File: src/rtl/hazard_controller_pkg.sv
// Shared types and constants for the ID-stage hazard sequencer.
package structures;

    typedef enum logic [0:0] {
        RUN    = 1'b0,
        LSTALL = 1'b1
    } hz_state_t;

    localparam logic [4:0] XZR_IDX = 5'd31;

endpackage

File: src/rtl/hazard_controller_perf_counter.sv
// 32-bit saturating event counter with synchronous active-high clear.
module hazard_perf_counter (
    input  logic        clk,
    input  logic        rst,
    input  logic        inc,
    output logic [31:0] count
);

    logic [31:0] r_count;

    always_ff @(posedge clk) begin
        if (rst)
            r_count <= '0;
        else if (inc && (r_count != 32'hFFFF_FFFF))
            r_count <= r_count + 32'd1;
    end

    assign count = r_count;

endmodule

File: src/rtl/hazard_controller.sv
// Load-use / flag-use stall and taken-branch flush sequencer for the ID stage.
// Performance counters are built only when HAZARD_PERF_CNT_EN is defined.
module hazard_controller
    import structures::*;
#(
    parameter int unsigned LOAD_STALL_CYCLES = 1
) (
    input  logic        clk,
    input  logic        rst,
    input  logic        id_valid,
    input  logic [4:0]  id_rn,
    input  logic [4:0]  id_rm,
    input  logic        id_uses_rn,
    input  logic        id_uses_rm,
    input  logic        id_reads_flags,
    input  logic        ex_mem_read,
    input  logic        ex_reg_write,
    input  logic [4:0]  ex_rd,
    input  logic        ex_set_flags,
    input  logic        mem_br_taken,
    output logic        pc_write,
    output logic        ifid_write,
    output logic        bubble_ctrl,
    output logic        flush_ifid,
    output logic        flush_idex,
    output logic        flush_exmem,
    output logic [31:0] stall_cnt,
    output logic [31:0] flush_cnt
);

    // The detect cycle is itself a stall, so LSTALL covers the remaining cycles.
    localparam logic [1:0] CNT_LOAD = 2'(LOAD_STALL_CYCLES - 1);

    hz_state_t  r_state, w_state_nxt;
    logic [1:0] r_cnt, w_cnt_nxt;
    logic       w_load_haz, w_flag_haz, w_stall;

    assign w_load_haz = id_valid && ex_mem_read && ex_reg_write && (ex_rd != XZR_IDX) &&
                        ((id_uses_rn && (id_rn == ex_rd)) || (id_uses_rm && (id_rm == ex_rd)));
    assign w_flag_haz = id_valid && id_reads_flags && ex_set_flags;
    assign w_stall    = (r_state == LSTALL) || w_load_haz || w_flag_haz;

    always_ff @(posedge clk) begin
        if (rst) begin
            r_state <= RUN;
            r_cnt   <= 2'd0;
        end else begin
            r_state <= w_state_nxt;
            r_cnt   <= w_cnt_nxt;
        end
    end

    always_comb begin
        w_state_nxt = r_state;
        w_cnt_nxt   = r_cnt;
        if (mem_br_taken) begin
            w_state_nxt = RUN;
            w_cnt_nxt   = 2'd0;
        end else begin
            case (r_state)
                RUN: begin
                    if (w_load_haz && (LOAD_STALL_CYCLES > 1)) begin
                        w_state_nxt = LSTALL;
                        w_cnt_nxt   = CNT_LOAD;
                    end
                end
                LSTALL: begin
                    w_cnt_nxt = r_cnt - 2'd1;
                    if (r_cnt == 2'd1)
                        w_state_nxt = RUN;
                end
                default: begin
                    w_state_nxt = RUN;
                    w_cnt_nxt   = 2'd0;
                end
            endcase
        end
    end

    always_comb begin
        pc_write    = 1'b1;
        ifid_write  = 1'b1;
        bubble_ctrl = 1'b0;
        flush_ifid  = 1'b0;
        flush_idex  = 1'b0;
        flush_exmem = 1'b0;
        if (rst) begin
            pc_write    = 1'b0;
            ifid_write  = 1'b0;
            bubble_ctrl = 1'b1;
            flush_ifid  = 1'b1;
            flush_idex  = 1'b1;
            flush_exmem = 1'b1;
        end else if (mem_br_taken) begin
            // Branch wins over any stall: load the target and squash the three younger stages.
            bubble_ctrl = 1'b1;
            flush_ifid  = 1'b1;
            flush_idex  = 1'b1;
            flush_exmem = 1'b1;
        end else if (w_stall) begin
            pc_write    = 1'b0;
            ifid_write  = 1'b0;
            bubble_ctrl = 1'b1;
        end
    end

`ifdef HAZARD_PERF_CNT_EN
    hazard_perf_counter u_stall_cnt (
        .clk   (clk),
        .rst   (rst),
        .inc   (w_stall && !mem_br_taken),
        .count (stall_cnt)
    );

    hazard_perf_counter u_flush_cnt (
        .clk   (clk),
        .rst   (rst),
        .inc   (mem_br_taken),
        .count (flush_cnt)
    );
`else
    assign stall_cnt = 32'd0;
    assign flush_cnt = 32'd0;
`endif

endmodule

File: config.mk
export PLATFORM = sky130hd
export DESIGN_NAME = hazard_controller
export DESIGN_NICKNAME = d
export VERILOG_FILES = /design/src/rtl/hazard_controller_pkg.sv /design/src/rtl/hazard_controller_perf_counter.sv /design/src/rtl/hazard_controller.sv
export SDC_FILE = /design/constraint.sdc
export NUM_CORES = 1
export LEC_CHECK = 0
export CORE_ASPECT_RATIO = 1.4
export CORE_MARGIN = 3
export CORE_UTILIZATION = 27
export CTS_BUF_LIST = sky130_fd_sc_hd__clkbuf_8
export CTS_CLUSTER_SIZE = 10
export DETAILED_ROUTE_END_ITERATION = 8
export GPL_TIMING_DRIVEN = 0
export PLACE_DENSITY = 0.89
export SLEW_MARGIN = 10
export SYNTH_ARGS = -nofsm -noshare
export SYNTH_HDL_FRONTEND = slang
export SYNTH_SLANG_ARGS = --single-unit
File: constraint.sdc
create_clock -name clk -period 2 [get_ports clk]
set_input_delay 0.4 -clock clk [delete_from_list [all_inputs] [get_ports clk]]
set_output_delay 0.4 -clock clk [all_outputs]
set_load 0.05 [all_outputs]
==> qor.csv, run 1 <==
stage,metric,value,unit
detailed_routing,First DRT Iteration DRCs,3,
setup_path,CP Class,primary input to output port,
logic_synthesis,Yosys top cell area share,63.4,%
logic_synthesis,post-synth cell types,20,
global_routing,total global routing overflow,0,
global_routing,largest net degree at the start of global routing,7,
logic_synthesis,"count leader, synth",buf_4,
pwr,total power per unit cell area,511,nW/um^2
logic_synthesis,average size of a mapped cell,7.78,sq um
layout,synth-to-layout area growth,78.5,%
logic_synthesis,Post-synth EDFFs,0,
logic_synthesis,Synth Area in XOR/XNOR,12.1,%
logic_synthesis,top post-synthesis cells by area,"buf_4, xor2_1, dfxtp_1",
status,status,"finished, violations left",
logic_synthesis,synthesized-area fraction occupied by adder cells,1.58,%
logic_synthesis,mux contribution to synthesized area,1.26,%
layout,layout cells sized above 1,48.2,%
sta,fmax,465,MHz
layout,Fillers,266,
sta,crit path time final,2.15,ns
clocking,CTS Buf Count,3,
logic_synthesis,post-synthesis sequential area ratio,7.57,%
sta,Fin Setup TNS,-0.265,ns
pwr,VDD IR max,0.000479,V
clocking,"Reg clk slew, reported paths",0.03,ns
clocking,H-tree depth,1,
global_routing,initial antenna violation count,0,
floorplan,I/O pin total,95,
setup_path,"Data required, critical path",1.60,ns
layout,Ant. Diodes,0,
detailed_routing,Vias per Instance,3.21,
detailed_routing,DR pass1 iterations,4,
layout,Final Non-Filler Cells,235,
sta,Final period util,108,%
clocking,CTS max path bufs,2,
clocking,root buffer cell,clkbuf_8,
setup_path,CP Capture Type,output port,
status,violated checks,negative setup slack,
logic_synthesis,synth cell count leaders,"buf_4, xor2_1, nor2_1",
detailed_routing,DRC viols,0,
place,port bufs,30,
setup_path,crit start category,primary input,
detailed_routing,wire per inst,8.02,microns
detailed_routing,Routed Antenna Nets,0,
floorplan,initial core utilization,29.1,%
floorplan,chip width,51.8,microns
place,GPL Wtd Cong,0.614,
floorplan,Cell Rows,22,
clocking,Worst-Skew Late Latency,0.22,ns
sta,"Hold Vio Cnt, Final",0,
hold_path,Hold WC Path Type,register to register,
pwr,total chip power,0.724,mW
flow_run,MaxCap Viol Count,0,
global_routing,first-pass GRT wire length,2710,microns
floorplan,core area,2730,sq um
logic_synthesis,#FFs+latches synth,3,
sta,final worst slack,-0.152,ns
floorplan,die area,3630,sq um
layout,nets@finish,226,
logic_synthesis,synth warn,0,
logic_synthesis,largest family of logic cells by synthesized area,buffers and inverters,
detailed_routing,vias,755,
logic_synthesis,post-synth top area cell,buf_4,
logic_synthesis,Simple-Gate Fraction of Synth Area,7.57,%
logic_synthesis,ys flop type,dfxtp_1,
layout,fin util,52.0,%
global_routing,total track usage,9.67,%
logic_synthesis,Netlist Area Pre-Place,793,sq um
sta,Post-Route Skew,0.00243,ns
logic_synthesis,Async SR Flop Fraction,0,%
global_routing,vias in the first global route,667,
clocking,CTS tree,done,
sta,# setup viols final,2,
logic_synthesis,post-synthesis compound-gate area fraction,5.05,%
setup_path,Critical Path AT,1.75,ns
sta,RSZ-0062 raised after global routing,true,
floorplan,die height,70.1,microns
pwr,Leak,0.838,nW
setup_path,CP max FO,3,
logic_synthesis,Post-Syn Instances,102,
detailed_routing,drt total wl,1880,microns
sta,fin. max-slew vios,0,
clocking,CTS sink cnt,3,
clocking,Hold Buf Count CTS,0,
place,Post-DP HPWL,1720,microns
place,placed insts,231,
layout by cell type (no fill, tap or decap):
master,Yosys,routed
nand3_1,1,1
conb_1,1,64
o211ai_1,1,1
inv_1,2,3
xor2_1,8,5
a32oi_2,0,1
nand2_1,1,1
buf_4,67,68
dfxtp_1,3,3
clkdlybuf4s50_1,0,9
a31oi_1,1,1
dlygate4sd2_1,0,2
buf_6,0,7
xor2_2,0,3
clkbuf_2,0,1
nor4_2,1,2
ha_1,1,1
xnor2_1,3,3
buf_2,0,9
o31a_2,0,1
nor3b_1,1,1
buf_8,0,1
nor2_1,5,5
o2111ai_1,1,1
clkbuf_8,0,3
mux2i_1,1,1
and2_1,0,1
metal layers:
layer / vias to the layer above / routed length [microns] / global-route usage (%)
li1: 384 / - / -
met1: 296 / 477 / 7.83
met2: 73 / 886 / 17.7
met3: 2 / 491 / 5.76
met4: 0 / 27 / 4.37
met5: - / 0 / 0
power by group:
part	internal [mW]	switching, mW
Clock	0.131	0.0416
Sequential	0.0603	0
Combinational	0.150	0.341
Total	0.341	0.383
sequential cells by signal, indices dropped and copies added (netlist names):
signal   count
r_state      1
r_cnt        2
per-stage QoR:
step                setup slack [ns]  hold WS (ns)  cell area, sq um
floorplan                     -0.134         0.460              1030
global placement               -1.13         0.473              1380
detailed placement             -1.15         0.501              1380
CTS                           -0.168         0.509              1420
global route                  -0.194         0.539              1420
finish                        -0.152         0.500              1420
layout make-up:
class	count	area [sq um]	area share, %
plain buffers	67	507	35.8
clock buffers	3	41.3	2.92
clock inverters	1	3.75	0.265
inverters	2	7.51	0.530
multi-input cells	93	497	35.1
flip-flops and latches	3	60.1	4.24
well taps	36	45.0	3.18
repair buffers	30	255	18.0
path summary, 6_finish.rpt:
| kind | to | startpoint | depth (start not counted) | slack (ns) |
|---|---|---|---|---|
| min reg2reg | r_cnt[1] | r_cnt[1] | 2 | 0.50 |
| max reg2reg | r_cnt[1] | r_cnt[1] | 4 | 1.08 |
| min | r_cnt[1] | r_cnt[1] | 2 | 0.50 |
| max | pc_write | ex_rd[3] | 7 | -0.15 |
critical path, stage by stage:
cell and delay (ns):
buf_4 0.13, xor2_2 0.14, nor4_2 0.27, a32oi_2 0.18
o31a_2 0.37, buf_6 0.12, buf_8 0.14
kinds of logic after synthesis:
| family | count (synthesis) |
|---|---|
| multiplexers | 1 |
| adder cells (fa/ha/maj) | 1 |
| buffers and inverters | 69 |
| flip-flops | 3 |
| AND/OR/NAND/NOR | 11 |
| AO/OA/AOI/OAI | 5 |
| XOR/XNOR | 11 |
| other | 1 |
timing repair:
item	in CTS	in global routing
resized for setup	93	8
pin swaps	12	6
endpoints found under the setup margin	6	4
gates cloned	0	0
buffers inserted	0	0
No activity file was read; power rests on OpenSTA's default activity.
==> run 2, diff against run 1 <==
--- a/config.mk
+++ b/config.mk
@@ -5,7 +5,7 @@
 export SDC_FILE = /design/constraint.sdc
 export NUM_CORES = 1
 export LEC_CHECK = 0
-export CORE_ASPECT_RATIO = 1.4
+export CAP_MARGIN = 20
 export CORE_MARGIN = 3
 export CORE_UTILIZATION = 27
 export CTS_BUF_LIST = sky130_fd_sc_hd__clkbuf_8
==> run 2 against run 1 <==
  * The flow still finishes with violations (negative setup slack)
  * Sequential power about the same
  * Via count decreased by 5.4%
  * Critical path depth decreased by 1
  * Design area decreased by 0.88%
  * Clock-buffer cell count unchanged
  * Utilization decreased by 1.5 points
  * Non-clock buffer count unchanged
  * Wire length decreased by 2.7%
  * Setup slack got worse by 0.0026 ns
  * Clock power about the same
  * Maximum frequency decreased by 0.12%
  * Highest routed layer is now met3
==> qor.csv, run 2 (synthesized netlist as in run 1, its figures left out) <==
stage,metric,value,unit
pwr,Clock power frac,23.7,%
hold_path,hold endpoint,r_cnt[1],
hold_path,Hold WC Path Type,register to register,
global_routing,vias in the first global route,610,
sta,"Hold Vio Cnt, Final",0,
flow_run,MaxCap Viol Count,0,
global_routing,global routing met3 resource utilization,6.26,%
clocking,CTS Buf Count,3,
setup_path,CP cell instances,clkdlybuf4s50_1 > xnor2_1 > a32oi_2 > o31a_2 > buf_6 > buf_8,
setup_path,Critical Path AT,1.75,ns
detailed_routing,DR pass1 iterations,1,
setup_path,Reg2Reg Depth,4,
layout,most frequent cells in the layout,"buf_4, conb_1, clkdlybuf4s50_1",
setup_path,"Largest stage delay, worst path",0.47,ns
layout,Ant. Diodes,0,
sta,final worst slack,-0.154,ns
pwr,total power per unit cell area,514,nW/um^2
pwr,sequential power share,8.4,%
sta,Final period util,108,%
setup_path,Reg2Reg Capture Point,r_cnt[1],
detailed_routing,Routed Antenna Nets,0,
global_routing,met1 usage,8.40,%
sta,# setup viols final,2,
status,violated checks,negative setup slack,
floorplan,Cell Rows,19,
pwr,Leak,0.832,nW
global_routing,total global routing overflow,0,
setup_path,CP Class,primary input to output port,
layout,fin util,50.5,%
clocking,root buffer cell,clkbuf_8,
clocking,CTS sink cnt,3,
setup_path,"Data required, critical path",1.60,ns
hold_path,Cells on Worst Hold Path,2,
global_routing,met2 usage,16.4,%
detailed_routing,First DRT Iteration DRCs,0,
clocking,CTS tree,done,
pwr,cell-internal power,0.339,mW
layout,sequential cell area,60.1,sq um
sta,crit path time final,2.15,ns
place,GPL Wtd Cong,0.635,
sta,fin. max-slew vios,0,
layout,layout cells sized above 1,46.7,%
floorplan,initial core utilization,28.5,%
hold_path,hold wc startpoint,r_cnt[1],
setup_path,Slowest cell on crit path,clkdlybuf4s50_1,
floorplan,chip width,60.2,microns
pwr,combinational fraction of design power,68.0,%
clocking,Worst-Skew Late Latency,0.21,ns
layout,"Design Area, Final",1400,sq um
global_routing,GRT Max-Usage Layer,met2,
detailed_routing,vias,714,
place,port bufs,30,
floorplan,die area,3620,sq um
clocking,CTS max path bufs,2,
place,area post-placement,1370,sq um
pwr,P_sw,0.382,mW
sta,Fin Setup TNS,-0.269,ns
layout,largest register by flop count,r_cnt,
detailed_routing,DRC viols,0,
layout,synth-to-layout area growth,77.0,%
setup_path,CP Capture Type,output port,
layout,multi-input logic area,498,sq um
floorplan,die height,60.2,microns
pwr,Net Sw Frac,53.0,%
setup_path,R2R Setup Slk,1.09,ns
sta,Post-Route Skew,0.00186,ns
layout,"commonest non-fill, non-tap cell in the layout",buf_4,
sta,fmax,464,MHz
global_routing,initial antenna violation count,0,
layout,Fillers,268,
clocking,"Reg clk slew, reported paths",0.03,ns
setup_path,crit start category,primary input,
floorplan,core area,2780,sq um
global_routing,largest net degree at the start of global routing,7,
layout,nets@finish,226,
global_routing,total track usage,8.96,%
setup_path,R2R Path Start,r_cnt[1],
global_routing,first-pass GRT wire length,2460,microns
detailed_routing,drt total wl,1830,microns
pwr,VDD IR max,0.000366,V
place,Post-DP HPWL,1670,microns
sta,RSZ-0062 raised after global routing,true,
setup_path,CP max FO,2,
floorplan,I/O pin total,95,
clocking,H-tree depth,1,
layout,Largest regs,"r_cnt (2), r_state (1)",
detailed_routing,Vias per Instance,3.10,
status,status,"finished, violations left",
layout,max FFs per register,2,
detailed_routing,wire per inst,7.97,microns
run 2: worst max-delay path: cells and delay by family:
family	cells	cell delay (ns)
buffers and inverters	3	0.73
XOR/XNOR	1	0.13
AO/OA/AOI/OAI	2	0.50
run 2: worst max path at each step:
stage	slack (ns)	endpoint	from	cells past startpoint
after CTS	-0.23	pc_write	id_rn[1]	7
after detailed placement	-1.15	pc_write	ex_rd[3]	7
after global placement	-1.12	pc_write	ex_rd[2]	7
after global routing	-0.21	pc_write	id_rn[1]	7
after floorplan	-0.13	bubble_ctrl	ex_rd[3]	4
final	-0.15	pc_write	id_rn[0]	6
run 2: final cells by class:
cell class              instances  share of cell area [%]
plain buffers                  67                    36.1
clock buffers                   3                    2.94
clock inverters                 1                   0.267
inverters                       2                   0.535
multi-input cells              93                    35.5
flip-flops and latches          3                    4.28
well taps                      31                    2.76
repair buffers                 30                    17.6
run 2: repair_timing:
item,in CTS,in global routing
gates resized for setup,83,5
cloned,0,0
setup endpoints to repair,6,3
buffers inserted,0,0
pin swaps,10,6
hold buffers,0,0
run 2: power groups by stage:
stage | Clock (mW) | Sequential [mW] | Combinational [mW]
after floorplan | 0 | 0.0611 | 0.413
after global placement | 0 | 0.0611 | 0.484
after detailed placement | 0 | 0.0611 | 0.485
after CTS | 0.176 | 0.0603 | 0.481
after global routing | 0.181 | 0.0602 | 0.514
final | 0.171 | 0.0603 | 0.490
run 2: metal layers:
metal,up-vias,wire length [microns]
met5,-,0
met4,0,0
met3,0,443
met2,64,880
met1,266,509
li1,384,-
run 2: metrics by stage:
stage	total power [mW]	worst slack [ns]	instances	hold WS, ns
2_1_floorplan	0.474	-0.134	165	0.460
3_3_place_gp	0.545	-1.12	226	0.473
3_5_place_dp	0.546	-1.15	226	0.483
4_1_cts	0.718	-0.230	230	0.490
5_1_grt	0.755	-0.213	230	0.549
6_report	0.721	-0.154	230	0.487
